`src/rtl/xor_struct.sv`:
```
// rtl/xor_struct.sv - NAND-built bitwise XOR with registered copy, accumulator, parity and toggle counter

module xor_struct_nand2 (
    input  logic x,
    input  logic y,
    output logic z
);
    nand g0 (z, x, y);
endmodule

module xor_struct #(
    parameter int WIDTH = 1
) (
    input  logic             clk,
    input  logic             rst_n,
    input  logic [WIDTH-1:0] a,
    input  logic [WIDTH-1:0] b,
    input  logic             en,
    input  logic             clr,
    output logic [WIDTH-1:0] o,
    output logic [WIDTH-1:0] o_q,
    output logic [WIDTH-1:0] acc,
    output logic             par,
    output logic [15:0]      tgl_cnt
);
    logic [WIDTH-1:0] n1;
    logic [WIDTH-1:0] n2;
    logic [WIDTH-1:0] n3;

    // Classic four-NAND XOR per bit so the o path carries no clock or reset.
    for (genvar i = 0; i < WIDTH; i++) begin : g_bit
        xor_struct_nand2 u_n1 (.x(a[i]),  .y(b[i]),  .z(n1[i]));
        xor_struct_nand2 u_n2 (.x(a[i]),  .y(n1[i]), .z(n2[i]));
        xor_struct_nand2 u_n3 (.x(b[i]),  .y(n1[i]), .z(n3[i]));
        xor_struct_nand2 u_n4 (.x(n2[i]), .y(n3[i]), .z(o[i]));
    end

    logic [WIDTH-1:0] out_q, out_d;
    logic [WIDTH-1:0] acc_q, acc_d;
    logic [15:0]      tgl_cnt_q, tgl_cnt_d;

    always_comb begin
        out_d     = out_q;
        acc_d     = acc_q;
        tgl_cnt_d = tgl_cnt_q;
        if (en) begin
            out_d = o;
            acc_d = acc_q ^ o;
            if ((o != out_q) && (tgl_cnt_q != 16'hFFFF)) begin
                tgl_cnt_d = tgl_cnt_q + 16'd1;
            end
        end
        // Clear wins over enable for the accumulator and counter only.
        if (clr) begin
            acc_d     = '0;
            tgl_cnt_d = '0;
        end
    end

    always_ff @(posedge clk or negedge rst_n) begin
        if (!rst_n) begin
            out_q     <= '0;
            acc_q     <= '0;
            tgl_cnt_q <= '0;
        end else begin
            out_q     <= out_d;
            acc_q     <= acc_d;
            tgl_cnt_q <= tgl_cnt_d;
        end
    end

    assign o_q     = out_q;
    assign acc     = acc_q;
    assign par     = ^out_q;
    assign tgl_cnt = tgl_cnt_q;
endmodule

```
`config.mk`:
```
export PLATFORM = sky130hd
export DESIGN_NAME = xor_struct
export DESIGN_NICKNAME = d
export VERILOG_FILES = /design/src/rtl/xor_struct.sv
export SDC_FILE = /design/constraint.sdc
export NUM_CORES = 1
export LEC_CHECK = 0
export ABC_CLOCK_PERIOD_IN_PS = 2100
export CORE_ASPECT_RATIO = 0.75
export CORE_MARGIN = 2
export CORE_UTILIZATION = 27
export CTS_CLUSTER_DIAMETER = 120
export DETAILED_ROUTE_END_ITERATION = 16
export PLACE_DENSITY = 0.55
export RECOVER_POWER = 50
export REMOVE_ABC_BUFFERS = 1
export SLEW_MARGIN = 10
export SYNTH_ARGS = -nofsm -noshare
export SYNTH_HDL_FRONTEND = slang
export SYNTH_SLANG_ARGS = --single-unit
```
`constraint.sdc`:
```
create_clock -name clk -period 2.1 [get_ports clk]
set_clock_uncertainty 0.1 [all_clocks]
set_input_delay 0.21 -clock clk [delete_from_list [all_inputs] [get_ports clk]]
set_output_delay 0.21 -clock clk [all_outputs]
set_load 0.03 [all_outputs]
```
==> metrics.md <==
| Metric | Value |
|---|---|
| Pwr Total | 0.0007536 W |
| Max_cap viols | 0 |
| Die span in y | 58.58 um |
| Final Hold Viols | 0 |
| First-pass GRT wire length | 4823 um |
| CP Buf/Inv Count | 3 |
| N_diodes | 0 |
| Post-synthesis sequential area ratio | 42.01% |
| Worst path arrival time | 1700 ps |
| H-tree depth | 1 |
| WL final | 2783 um |
| Crit path required time | 1790 ps |
| Startpoint types | input pin |
| Core Area | 3732 sq um |
| Count of final setup violators | 0 |
| FMAX | 498.4 MHz |
| Footprint of the multi-input gates | 594.3 sq um |
| Critical Path End Type | output port |
| Fin area | 1511 sq um |
| Final core occ | 40.50% |
| CP delay by family, top | buffers and inverters |
| RR Endpoint | tgl_cnt[14]$_DFFE_PN0P_ |
| CTS Buf Count | 3 |
| Post-layout minimum cycle time | 2006 ps |
| GRT Residual Overflow | 0 |
| Sink Count | 18 |
| GP Congestion | 0.7790 |
| Placed Area | 1461 sq um |
| Clk Latency, worst-skew pair | 250 ps |
| Tightest Hold Check Type | flop to flop |
| Worst reg-to-reg setup slack | 140 ps |
| Final ANT Viol Nets | 0 |
| Die area | 4497 sq um |
| CP max-delay cell | clkdlybuf4s50_1 |
| Cell taking the most area after synthesis | dfrtp_1 |
| RSZ-0062 raised after global routing | false |
| Drt wl/cell | 14.20 um |
| Termination of the worst setup path | o |
| Worst reg2reg path startpoint | tgl_cnt[0]$_DFFE_PN0P_ |
| Largest net degree at the start of global routing | 19 |
| Io pins | 26 |
| Asr flop ratio synth | 100.0% |
| Final setup margin | 93.61 ps |
| Pre-CTS setup slack | -80.99 ps |
| PortBufs | 25 |
| EDFF count, synth | 0 |
| CTS tree | built |
| Pwr/cell area | 498.6 nW/um^2 |
| Ys Warns | 0 |
| Vias per inst | 5.168 |
| Vias in the first global route | 939 |
| Die width | 76.77 um |
| Leakage power | 0.6043 nW |
| Area Overhead vs Synth | 40.96% |
| Crit Path Class | input pin to output port |
| Total Routing Usage GR | 13.58% |
| Rows | 19 |
| Most common cell in the synthesized netlist | dfrtp_1 |
| Detailed Place HPWL | 2015 um |
| Share of post-route cells with drive strength above 1 | 18.75% |
| Post-synth cell types | 35 |
| WP depth | 4 |
| CP peak stage delay | 700 ps |
| # Post-CTS Setup Buffers | 0 |
| Clock transition at path regs | 70 ps |
| Top-area cell type share of the netlist area | 42.01% |
| Prevailing post-synth register cell | dfrtp_1 |
| Vias | 1013 |
| Status | completed |
| Post-synth top cells | 18 x dfrtp_1, 10 x a21oi_1, 9 x nand2_1 |
| Top cells by area, synth | dfrtp_1 42%, o31ai_1 4.9%, or4_1 4.9% |
| CP Cell Sequence | clkdlybuf4s50_1 -> clkbuf_4 -> xor2_1 -> clkdlybuf4s50_1 |
| Final period util | 95.54% |
| Worst slew pin tran | 1018 ps |
| Register bit total from synthesis | 18 |
| Drt initial violations | 70 |
| Synthesized cell area | 1072 sq um |
| Peak supply drop | 0.3072 mV |
| Worst R2R Path Depth | 5 |
| Max clock buf depth | 2 |
| CP max FO | 2 |
| Root Driver | clkbuf_8 |
| Fill count | 384 |
| Effective utilization at floorplan | 28.73% |
| First-pass iteration count of the detailed router | 4 |
| Most frequent CP cell | clkdlybuf4s50_1 |
| Drt drc | 0 |
| Final net count | 153 |
| Syn avg cell area | 9.748 sq um |
| Final Max Slew Viols | 0 |
| Relative slew slack | 32.15% |
| Syn Inst Count | 110 |
| Crit. Startpoint | b |
| Seq. cell area | 450.4 sq um |
| Initial antenna violation count | 0 |
[worst min-delay path, cell delays in order (launching register included)]
cell and delay (ps):
dfrtp_1 360, xor2_1 70, nor2_1 80
[per-layer routing]
layer  global-route usage, %  up-vias  routed length, um
met5                       0        -                  0
met2                   20.55       22               1204
met1                   19.10      491               1442
met4                   4.416        0                 16
li1                        -      498                  -
met3                   3.528        2                119
[metrics by stage]
step,std cells,TNS [ps],hold WS [ps]
finish,196,0,445.5
global route,196,0,484.1
CTS,196,0,194.2
detailed placement,193,-208.9,428.8
global placement,193,-119.3,435.9
floorplan,104,-757.6,-185.6
[what timing repair did]
item / 4_1_cts / 5_1_grt
gates resized for setup: 0 / 2
hold buffers: 0 / 0
endpoints found under the setup margin: 0 / 2
hold endpoints to repair: 0 / 0
[cell families (layout without fill, tap and decap cells)]
| family | after synthesis | count (layout) | synth area share (%) |
|---|---|---|---|
| mux | 2 | 2 | 2.100 |
| flops | 18 | 18 | 42.01 |
| fa+ha+maj | 1 | 1 | 1.167 |
| xor+xnor | 3 | 3 | 3.967 |
| compound gates | 32 | 32 | 20.19 |
| buf+inv | 9 | 43 | 3.734 |
| simple gates | 45 | 45 | 26.84 |
[layout make-up]
class                   count  area share, %
multi-input cells          83          39.32
inverters                   3         0.7450
clock buffers               3          2.732
repair buffers             37          23.10
well taps                  52          4.305
flip-flops and latches     18          29.80
[flip-flops by register name (all words and copies together), names as in the netlist]
| register | flops |
|---|---|
| acc | 1 |
| o_q | 1 |
| tgl_cnt | 16 |
[worst min-delay path by stage]
| stage | start | to | slack (ps) | cells past startpoint |
|---|---|---|---|---|
| after floorplan | rst_n | acc$_DFFE_PN0P_ | -190 | 0 |
| after global placement | acc$_DFFE_PN0P_ | acc$_DFFE_PN0P_ | 440 | 2 |
| after detailed placement | acc$_DFFE_PN0P_ | acc$_DFFE_PN0P_ | 430 | 2 |
| after CTS | rst_n | tgl_cnt[9]$_DFFE_PN0P_ | 190 | 2 |
| after global routing | acc$_DFFE_PN0P_ | acc$_DFFE_PN0P_ | 480 | 2 |
| final | acc$_DFFE_PN0P_ | acc$_DFFE_PN0P_ | 450 | 2 |
[layout by cell type (no fill, tap or decap), drive strengths merged, types with 2 or more instances in the layout]
cell	n
clkdlybuf4s50	16
xor2	2
buf	10
nor2	4
o21bai	2
o31ai	7
nor2b	2
nor4	4
or3	2
o41ai	2
clkbuf	5
and4	2
nand4	4
inv	3
mux2	2
nand2	9
dlygate4sd3	9
dfrtp	18
nand3	7
or4	7
o311ai	2
o21ai	5
o311a	2
a21oi	10
[report_power, final]
part	leakage (nW)	total (W)	internal, W	switching [W]
registers	0.248	0.000360	0.000355	0.00000577
clock network	0.0216	0.000246	0.000128	0.000119
logic	0.334	0.000147	0.0000663	0.0000808
total	0.604	0.000754	0.000548	0.000205
(Power assumes the default switching activity.)
